**config.mk**
```make
export PLATFORM = sky130hd
export DESIGN_NAME = instr_fetch_unit
export DESIGN_NICKNAME = d
export VERILOG_FILES = /design/src/rtl/instr_fetch_unit.sv
export SDC_FILE = /design/constraint.sdc
export NUM_CORES = 1
export LEC_CHECK = 0
export CORE_UTILIZATION = 47
export DETAILED_ROUTE_END_ITERATION = 6
export PLACE_DENSITY = 0.77
export SLEW_MARGIN = 20
export SYNTH_ARGS = -nofsm -noshare
export SYNTH_HDL_FRONTEND = slang
export SYNTH_SLANG_ARGS = --single-unit
```
**constraint.sdc**
```tcl
create_clock -name clk -period 2.87 [get_ports clk]
set_clock_uncertainty 0.15 [all_clocks]
set_input_delay 0.287 -clock clk [delete_from_list [all_inputs] [get_ports clk]]
set_output_delay 0.287 -clock clk [all_outputs]
set_load 0.005 [all_outputs]
```
**src/rtl/instr_fetch_unit.sv**
```systemverilog
// Instruction fetch sequencer: owns the PC, reads instruction memory over req/ack
// and hands each word to the controller over valid/ready; halts on an all-zero word.
module instr_fetch_unit #(
    parameter int ADDR_W   = 8,
    parameter int RESET_PC = 0,
    parameter int PC_STEP  = 4
) (
    input  logic              clk,
    input  logic              rst_n,
    input  logic              start,
    output logic              imem_req,
    output logic [ADDR_W-1:0] imem_addr,
    input  logic              imem_ack,
    input  logic [31:0]       imem_rdata,
    output logic              instr_valid,
    input  logic              instr_ready,
    output logic [31:0]       instruction,
    output logic [9:0]        opcode,
    output logic [ADDR_W-1:0] pc_out,
    input  logic              redirect,
    input  logic [ADDR_W-1:0] redirect_pc,
    output logic              halted,
    output logic [15:0]       instr_count
);

    localparam logic [ADDR_W-1:0] PC_RST = ADDR_W'(RESET_PC);
    localparam logic [ADDR_W-1:0] PC_INC = ADDR_W'(PC_STEP);

    typedef enum logic [1:0] {IDLE, REQ, PRESENT, HALT} state_t;

    state_t            state, state_nx;
    logic [ADDR_W-1:0] pc, pc_nx;
    logic              pend, pend_nx;
    logic [ADDR_W-1:0] pend_pc, pend_pc_nx;
    logic [31:0]       instr_nx;
    logic [9:0]        opcode_nx;
    logic [ADDR_W-1:0] pc_out_nx;
    logic [15:0]       count_nx;
    logic              req_nx, valid_nx, halted_nx;
    logic              handshake;
    logic [15:0]       count_inc;

    assign imem_addr = pc;
    assign handshake = instr_valid & instr_ready;
    assign count_inc = (instr_count == 16'hFFFF) ? instr_count : instr_count + 16'd1;

    always_ff @(posedge clk or negedge rst_n) begin
        if (!rst_n) begin
            state       <= IDLE;
            pc          <= PC_RST;
            pend        <= 1'b0;
            pend_pc     <= '0;
            instruction <= '0;
            opcode      <= '0;
            pc_out      <= '0;
            instr_count <= '0;
            imem_req    <= 1'b0;
            instr_valid <= 1'b0;
            halted      <= 1'b0;
        end else begin
            state       <= state_nx;
            pc          <= pc_nx;
            pend        <= pend_nx;
            pend_pc     <= pend_pc_nx;
            instruction <= instr_nx;
            opcode      <= opcode_nx;
            pc_out      <= pc_out_nx;
            instr_count <= count_nx;
            imem_req    <= req_nx;
            instr_valid <= valid_nx;
            halted      <= halted_nx;
        end
    end

    always_comb begin
        state_nx   = state;
        pc_nx      = pc;
        pend_nx    = pend;
        pend_pc_nx = pend_pc;
        instr_nx   = instruction;
        opcode_nx  = opcode;
        pc_out_nx  = pc_out;
        count_nx   = instr_count;
        req_nx     = imem_req;
        valid_nx   = instr_valid;
        halted_nx  = halted;
        case (state)
            IDLE, HALT: begin
                if (start) begin
                    state_nx  = REQ;
                    pc_nx     = PC_RST;
                    count_nx  = '0;
                    req_nx    = 1'b1;
                    halted_nx = 1'b0;
                end
            end
            REQ: begin
                if (start) count_nx = '0;
                if (imem_ack) begin
                    // A redirect seen now or earlier wins over the returned word; the
                    // request stays up and the new address goes out next cycle.
                    if (start || redirect || pend) begin
                        pc_nx   = start ? PC_RST : (redirect ? redirect_pc : pend_pc);
                        pend_nx = 1'b0;
                    end else if (imem_rdata == '0) begin
                        state_nx  = HALT;
                        halted_nx = 1'b1;
                        req_nx    = 1'b0;
                    end else begin
                        instr_nx  = imem_rdata;
                        opcode_nx = imem_rdata[31:22];
                        pc_out_nx = pc;
                        pc_nx     = pc + PC_INC;
                        state_nx  = PRESENT;
                        req_nx    = 1'b0;
                        valid_nx  = 1'b1;
                    end
                end else if (start || redirect) begin
                    // Address must hold until ack, so the target is parked.
                    pend_nx    = 1'b1;
                    pend_pc_nx = start ? PC_RST : redirect_pc;
                end
            end
            PRESENT: begin
                if (start) begin
                    count_nx = '0;
                    pc_nx    = PC_RST;
                end else begin
                    if (handshake) count_nx = count_inc;
                    if (redirect) pc_nx = redirect_pc;
                end
                if (start || redirect || handshake) begin
                    state_nx = REQ;
                    valid_nx = 1'b0;
                    req_nx   = 1'b1;
                end
            end
            default: ;
        endcase
    end

endmodule

```
# After elaboration in Yosys (flattened, before gate mapping)
# Cells that the tools add are included.
# word_totals
ff_bits	88
latch_bits	0
ram_bits	0
mem_bits_ro	0
output_inout_bits	77
wordCells	90
n_memories	0
# classes
n_addsub	2
mul	0
div_mod_pow	0
n_lt_le_gt_ge	0
n_eq_ne	16
shifts	0
mux	39
bitwise_logic	4
reduce_logical	18
# op_table
operator	n
$mux W8	9
$mux W16	4
$logic_not A32 Y1	1
$pmux W16 S2	1
$pmux W8 S3	1
$add A16 B1 Y16 const B	1
$eq A16 B16 Y1 const B	1
$mux W1	16
$ne A2 B2 Y1 const B	6
$ne A3 B3 Y1 const B	4
$reduce_and A4 Y1	3
$reduce_and A5 Y1	2
$reduce_and A3 Y1	3
$add A8 B3 Y8 const B	1
$mux W2	4
$pmux W2 S3	1
$reduce_bool A2 Y1	3
$eq A2 B2 Y1 const B	2
$ne A2 B1 Y1 const B	2
$pmux W1 S2	2
$logic_or A1 B1 Y1	3
$not A1 Y1	3
$pmux W1 S3	1
$reduce_or A3 Y1	1
4 further kinds	4

# Depth between registers and ports, before layout
# logic_depth
word_depth	5
depth_mapped	9
mapped_depth_nobuf	7

# Least setup slack after synthesis
# OpenSTA, ideal clock, no wires.
# synth_timing
kind	reg-to-reg
from	register state[0]
to	register pc[2] (netlist: imem_addr[2])
arrival_ps	1768
slack_ps	827
path_stages_with_launch	8
n_path_buf	1
path_cell_list	dfrtp_1 > inv_1 > ha_1 > clkbuf_1 > o21bai_1 > nand2_1 > a21oi_2 > mux2_2
# synth_via
elab_chain_cells	4
# synth_rtl
item	line	source
start, declared	31	state_t state, state_nx;
start signal, assigned	61	state <= state_nx;
$eq A2 B2 Y1 / $logic_not A2 Y1 (equally long branches)	87	case (state)
$reduce_or A2 Y1	87	
$ne A2 B2 Y1 (no source line)	n/a	
$reduce_and A4 Y1 (no source line)	n/a	
end signal, assigned	62	pc <= pc_nx;
end, declared	32	logic [ADDR_W-1:0] pc, pc_nx;
# Several ways; a longest one is shown, not always the timed one.
# A chain may end at the register's enable or synchronous reset.

# Worst setup path in the final report
# layout_timing
from	register state[1]
to	register instruction[10]
# layout_via
elab_chain_cells	2
# layout_rtl
item	line	source
$eq A2 B1 Y1	87	
$reduce_and A4 Y1 (no source line)	n/a	
end signal, assigned	65	instruction <= instr_nx;
end, declared	17	output logic [31:0] instruction,
# No other way between the ends.

==> results.yml <==
clock_network:
  cts_tree: "yes"
  clk_pin_slew_ns: 0.08
  ctsHoldBuffers: 1
  cts_resized: 0
  clkLatencyLatePin_ns: 0.35
  cts-root-buf: "clkbuf_8"
  cts_buffer_depth: 2
  cts_setup_buffers: 0
  cts_sinks: 78
  h-tree-depth: 3
  cts_inserted_buffers: 9
timing:
  rsz0062_at_grt: "false"
  worst_slack_ns: 0.604
  fin_tns_setup_ns: 0
  finalHoldWorstSlack_ns: 0.346
  finalCriticalPeriod_ns: 2.27
  setup_viol: 0
  relSlewSlack_pct: 35.6
  fmax_mhz: 441
  tightest_slew_ns: 0.966
  hold_viol_final: 0
  timing.final.crit_share_pct: 79.0
  finalMaxSlewViolations: 0
placement:
  dp_slack_ns: 0.255
  dp_cells: 560
  port_buffers: 122
  place_congestion: 0.803
  hpwlAfterDp_mm: 6.82
  dpl_cell_area_um2: 5150
floorplanning:
  core_um2: 7850
  pin_count: 123
  die_h_um: 93.0
  die-width_um: 93.0
  initial_core_util_pct: 49.6
  placementRows: 32
  die_area_um2: 8640
synth:
  synth.net_count: 401
  ys_seq_area_share_pct: 50.2
  ys_warn_count: 0
  ys_ff_latch: 78
  ys_types: 56
  ys_dominant_reg_cell: "dfrtp_1"
  syn_area_per_cell_um2: 11.1
  synth_area_um2: 3890
  syn_inst: 351
  synth_edf_count: 0
  async_flop_share_pct: 100
grt:
  track_usage_pct: 23.0
  grt_max_degree: 79
  gr-total-overflow: 0
  grt_pass1_wl_mm: 15.6
  first_global_vias: 3177
  antenna_found_initial: 0
final_layout:
  drive_gt1_share_pct: 16.0
  regArea_um2: 1950
  syn_to_final_growth_pct: 38.7
  final_cell_mix: "clkdlybuf4s50_1, dfrtp_1, mux2_2, nand2_1, nor2_1"
  postLayoutCellArea_um2: 5390
  multi_input_area_um2: 1740
  fin_nets: 520
  finalNonFillerCells: 577
  diodes: 0
  nFillCells: 626
  final_common_cell: "clkdlybuf4s50_1"
setup_path:
  end_kind: "register"
  cp.arrival_ns: 2.35
  r2r_cells: 6
  cp_max_fo: 26
  crit_path_top_delay_cell: "and2_1"
  startpoint: "state[1]$_DFFE_PN0P_"
  r2r_slack_ns: 0.60
  rr_endpoint: "instruction[10]$_DFFE_PN0P_"
  path_class: "reg -> reg"
  reg2reg_from: "state[1]$_DFFE_PN0P_"
  crit_path_max_incr_delay_ns: 0.43
  cp_data_required_time_ns: 2.96
  path_cells: "inv_1 -> ha_1 -> and2_1 -> o211ai_4 -> buf_12 -> mux2_1"
  endpoint: "instruction[10]$_DFFE_PN0P_"
  startpoint_type: "register"
power:
  max-vdd-ir-drop_v: 0.000587
  power_density_nw_per_um2: 849
  leakage_nw: 2.27
route:
  ant_nets: 0
  drc_errors: 0
  first_pass_iters: 4
  drt-total-wl_mm: 9.41
  vias: 3164
  drt-vias-per-instance: 5.48
  drt-initial-drc-count: 136
  routedWlPerCell_um: 16.3
worst_hold_path:
  min_path_type: "reg -> reg"
run_status:
  outcome: "complete, no violations"
flow_run:
  maxCapViolCount: 0
-- state kept, by name, summed over array words and instances (netlist names) --
signal and cells:
pend_pc 8, imem_addr 8, pend 1, instr_count 16
imem_req 1, state 2, halted 1, pc_out 8
instruction 32, instr_valid 1
-- layer usage --
metal  up-vias  GRT usage (%)  part of all wire (%)
met5         -              0                     0
met4         0           5.64                  0.64
met3         6           8.46                   9.0
met2       122           36.2                    46
met1      1534           30.0                    44
li1       1502              -                     -
-- area by class of cell --
type                       count  share of cell area [%]
inverter                       9                   0.626
timing repair buffer         131                    24.4
multi-input combinational    241                    32.2
clock buffer                  10                    2.55
tap                          102                    2.37
sequential                    78                    36.2
clock inverter                 6                    1.72
-- Yosys cell counts (all sizes together), types with 2 or more instances --
cell type	instances	area, um2
a211oi	2	15.0
a21oi	14	85.1
a22o	2	17.5
a22oi	4	30.0
a2bb2oi	2	17.5
a31oi	2	12.5
and2	2	12.5
and3	5	33.8
buf	15	128
clkbuf	8	40.0
dfrtp	78	1950
ha	4	50.1
inv	9	33.8
mux2	42	473
mux2i	3	30.0
nand2	31	116
nand2b	11	68.8
nand3	6	42.5
nand4	6	50.0
nor2	23	86.3
nor2b	4	25.0
nor3	6	41.3
nor3b	2	15.0
nor4	10	62.6
nor4b	2	17.5
o2111ai	2	17.5
o211ai	2	28.8
o21ai	18	90.1
o21bai	2	15.0
o221ai	2	17.5
o22ai	3	18.8
o2bb2ai	2	17.5
o31ai	4	30.0
xnor2	8	70.1
xor2	4	35.0
-- worst max-delay path, delay by kind of cell, from the launching register on --
kind                       cells  cell delay (ns)
muxes                          1             0.31
DFF                            1             0.40
and+or+nand+nor                1             0.43
AOI/OAI and AO/OA              1             0.21
buffers and inverters          2             0.28
adders and majority gates      1             0.35
-- through the flow --
step | util, % | power [W]
floorplan | - | 0.00263
global placement | 65.7 | 0.00360
detailed placement | 65.7 | 0.00363
CTS | 68.7 | 0.00461
global route | 68.7 | 0.00486
finish | 68.7 | 0.00458
-- how the worst min path moves through the flow --
stage                                start                      to  slack (ns)  cells past startpoint
finish              pend_pc[0]$_DFFE_PN0P_  pend_pc[0]$_DFFE_PN0P_        0.35                      2
global route         pc_out[7]$_DFFE_PN0P_   pc_out[7]$_DFFE_PN0P_        0.38                      2
CTS                 pend_pc[0]$_DFFE_PN0P_  pend_pc[0]$_DFFE_PN0P_        0.35                      2
detailed placement  pend_pc[2]$_DFFE_PN0P_  pend_pc[2]$_DFFE_PN0P_        0.33                      2
global placement    pend_pc[0]$_DFFE_PN0P_  pend_pc[0]$_DFFE_PN0P_        0.32                      2
floorplan                            rst_n      halted$_DFFE_PN0P_       -0.16                      0
-- kinds of logic after synthesis --
group	share of synthesized area, %
buffers and inverters	5.18
muxes	12.9
and+or+nand+nor	16.0
DFF	50.2
xor gates and xnor gates	2.70
AOI/OAI and AO/OA	11.7
adders and majority gates	1.29
-- report_power, final --
part	total, W	internal, W	switching, W
sequential	0.00180	0.00149	0.000305
combinational	0.00183	0.00114	0.000691
clock	0.000951	0.000520	0.000431
total	0.00458	0.00315	0.00143
No activity file was read; power rests on OpenSTA's default activity.
==> patch, RTL diff (same flow settings) <==
Put one more register stage on the output `instr_count`, with the module's reset. The value now appears one clock later. The other outputs are not delayed to match.
--- a/src/rtl/instr_fetch_unit.sv
+++ b/src/rtl/instr_fetch_unit.sv
@@ -28,6 +28,8 @@
 
     typedef enum logic [1:0] {IDLE, REQ, PRESENT, HALT} state_t;
 
+    logic [15:0] instr_count_s0;
+
     state_t            state, state_nx;
     logic [ADDR_W-1:0] pc, pc_nx;
     logic              pend, pend_nx;
@@ -42,7 +44,7 @@
 
     assign imem_addr = pc;
     assign handshake = instr_valid & instr_ready;
-    assign count_inc = (instr_count == 16'hFFFF) ? instr_count : instr_count + 16'd1;
+    assign count_inc = (instr_count_s0 == 16'hFFFF) ? instr_count_s0 : instr_count_s0 + 16'd1;
 
     always_ff @(posedge clk or negedge rst_n) begin
         if (!rst_n) begin
@@ -53,7 +55,7 @@
             instruction <= '0;
             opcode      <= '0;
             pc_out      <= '0;
-            instr_count <= '0;
+            instr_count_s0 <= '0;
             imem_req    <= 1'b0;
             instr_valid <= 1'b0;
             halted      <= 1'b0;
@@ -65,7 +67,7 @@
             instruction <= instr_nx;
             opcode      <= opcode_nx;
             pc_out      <= pc_out_nx;
-            instr_count <= count_nx;
+            instr_count_s0 <= count_nx;
             imem_req    <= req_nx;
             instr_valid <= valid_nx;
             halted      <= halted_nx;
@@ -80,7 +82,7 @@
         instr_nx   = instruction;
         opcode_nx  = opcode;
         pc_out_nx  = pc_out;
-        count_nx   = instr_count;
+        count_nx   = instr_count_s0;
         req_nx     = imem_req;
         valid_nx   = instr_valid;
         halted_nx  = halted;
@@ -139,5 +141,13 @@
         endcase
     end
 
+    always_ff @(posedge clk or negedge rst_n) begin
+        if (!rst_n) begin
+            instr_count <= '0;
+        end else begin
+            instr_count <= instr_count_s0;
+        end
+    end
+
 endmodule
 
Check against the original RTL: not equivalent (a bounded check fails within 4 cycles, from zero or initial values and one cycle with rst_n low).
==> patch against the unedited design <==
Count of clock-buffer cells in the layout up 1. Critical endpoint is now instr_count_s0[13]. Sequential cell count is 16 higher. Largest power group is now sequential cells. Fmax down 4.2%. Cell area up 9.2%. Worst hold slack got worse by 0.037 ns. Area after synthesis is 13% higher. Total power up 8.1%. Largest cell class unchanged. Synthesized cell count is 2.3% higher. Via count up 1.9%. Worst setup slack got worse by 0.10 ns. Wire length increased by 7.1%. Core utilization fell by 2.5 points.
==> patch: results (changes against the unedited design) <==
stage,metric,value,unit,change
status,status,finished clean,,unchanged
routing,wl,10100,µm,was 9410 µm
synthesis,ys_seq_area_frac,0.534,,was 0.502
synthesis,yosys-top-cells-area,"dfrtp_1, mux2_4, nand2_1, buf_4, mux2_2",,"was dfrtp_1, mux2_2, nand2_1, o21ai_0, nor2_1"
synthesis,synth_commonest_cells,"dfrtp_1, mux2_4, nand2_1, nor2_1, o21ai_0",,"was dfrtp_1, mux2_2, nand2_1, nor2_1, o21ai_0"
layout,final_nets,527,,was 520
routing,drt_iter0_markers,230,,was 136
global_routing,grt_max_degree,50,,was 79
critical_path,cp_max_fo,10,,was 26
layout,fill_cells,666,,was 626
clock_network,cts.htree.levels,3,,unchanged
critical_path,r2r_slack,0.50,ns,was 0.60 ns
layout,top_regs,"instruction x32, instr_count x16, instr_count_s0 x16",,"was instruction x32, instr_count x16"
critical_path,r2r_end,instr_count_s0[13],,was instruction[10]
pwr,p_leak,0.00263,µW,was 0.00227 µW
critical_path,cp-startpoint,state[0],,was state[1]
routing,drtPass1Iterations,5,,was 4
pwr,peakVddDrop,0.446,mV,was 0.587 mV
critical_path,critPathCapture,instr_count_s0[13],,was instruction[10]
routing,num_vias,3224,,was 3164
placed_design,gp_congestion,0.813,,was 0.803
sta,maxSlewHeadroom,0.605,,was 0.356
synthesis,yosysUniqueCellTypes,52,,was 56
clock_network,clock_latency,0.35,ns,about the same
critical_path,reg2reg_depth,7,,was 6
placed_design,hpwl,7230,µm,was 6820 µm
critical_path,cp_data_arrival_time,2.44,ns,was 2.35 ns
-- patch: changes by cell type in the layout (fill, tap and decap cells not counted), moves of 4 or more --
cell,delta
nand3_1,+4
mux2_4,+39
mux2_2,-33
dfrtp_1,+16
nand4_1,+6
nand2_1,-7
o21ai_0,-4
-- patch: cells by family after synthesis --
group / after synthesis / synth area share
multiplexers: 51 / 0.162
flip-flops: 94 / 0.534
buffers and inverters: 33 / 0.0463
AND/OR/NAND/NOR: 112 / 0.139
XOR/XNOR: 15 / 0.0298
adder cells (fa/ha/maj): 4 / 0.0114
AO/OA/AOI/OAI: 50 / 0.0772
-- patch: metal layers --
metal  wire length [µm]  track usage  vias up  share of wire
li1                   -            -     1513              -
met1               4570        0.297     1559           0.45
met2               4720        0.338      139           0.47
met3                656       0.0390       13          0.065
met4                134       0.0689        0          0.013
met5                  0            0        -              0
-- patch: repair_timing --
action / CTS / global route
hold buffers: 1 / 0
setup endpoints to repair: 0 / 0
hold endpoints to repair: 45 / 0
-- patch: per-stage QoR --
stage,instances,hold slack [ns],util,setup slack (ns),cell area [µm²]
floorplan,359,-0.159,-,0.890,4410
global placement,573,0.181,0.638,0.278,5670
detailed placement,573,0.184,0.638,0.197,5670
CTS,590,0.298,0.662,0.536,5890
global route,590,0.319,0.662,0.339,5890
finish,590,0.309,0.662,0.503,5890
-- patch: cell type report --
cell class,instances,area (µm²),share of cell area
Clock buffer,11,151,0.0257
Clock inverter,5,56.3,0.00956
Inverter,10,37.5,0.00637
Multi-Input combinational cell,232,1850,0.314
Sequential cell,94,2350,0.399
Tap cell,108,135,0.0229
Timing Repair Buffer,130,1310,0.222
-- patch: power by group through the flow --
stage                     clock [µW]  sequential, µW  combinational (µW)
after global placement             0            2010                1980
final                            913            2020                2020
after floorplan                    0            2010                1040
after CTS                        927            2010                2030
after detailed placement           0            2040                2010
after global routing             993            2060                2180
-- patch: worst min path at each step --
stage,slack (ns),end,start
final,0.31,instr_count[1],instr_count_s0[1]
after global routing,0.32,instr_count[7],instr_count_s0[7]
after CTS,0.30,instr_count[7],instr_count_s0[7]
after detailed placement,0.18,instruction[12],rst_n
after global placement,0.18,instruction[12],rst_n
after floorplan,-0.16,halted,rst_n
-- patch: worst max-delay path, cell delays in order (launching register included) --
cell and delay [ns]:
dfrtp_1 0.40, inv_1 0.08, ha_1 0.37, nand3_2 0.28, nor4_2 0.58, nand4_1 0.18, xor2_1 0.16, nor2_1 0.05
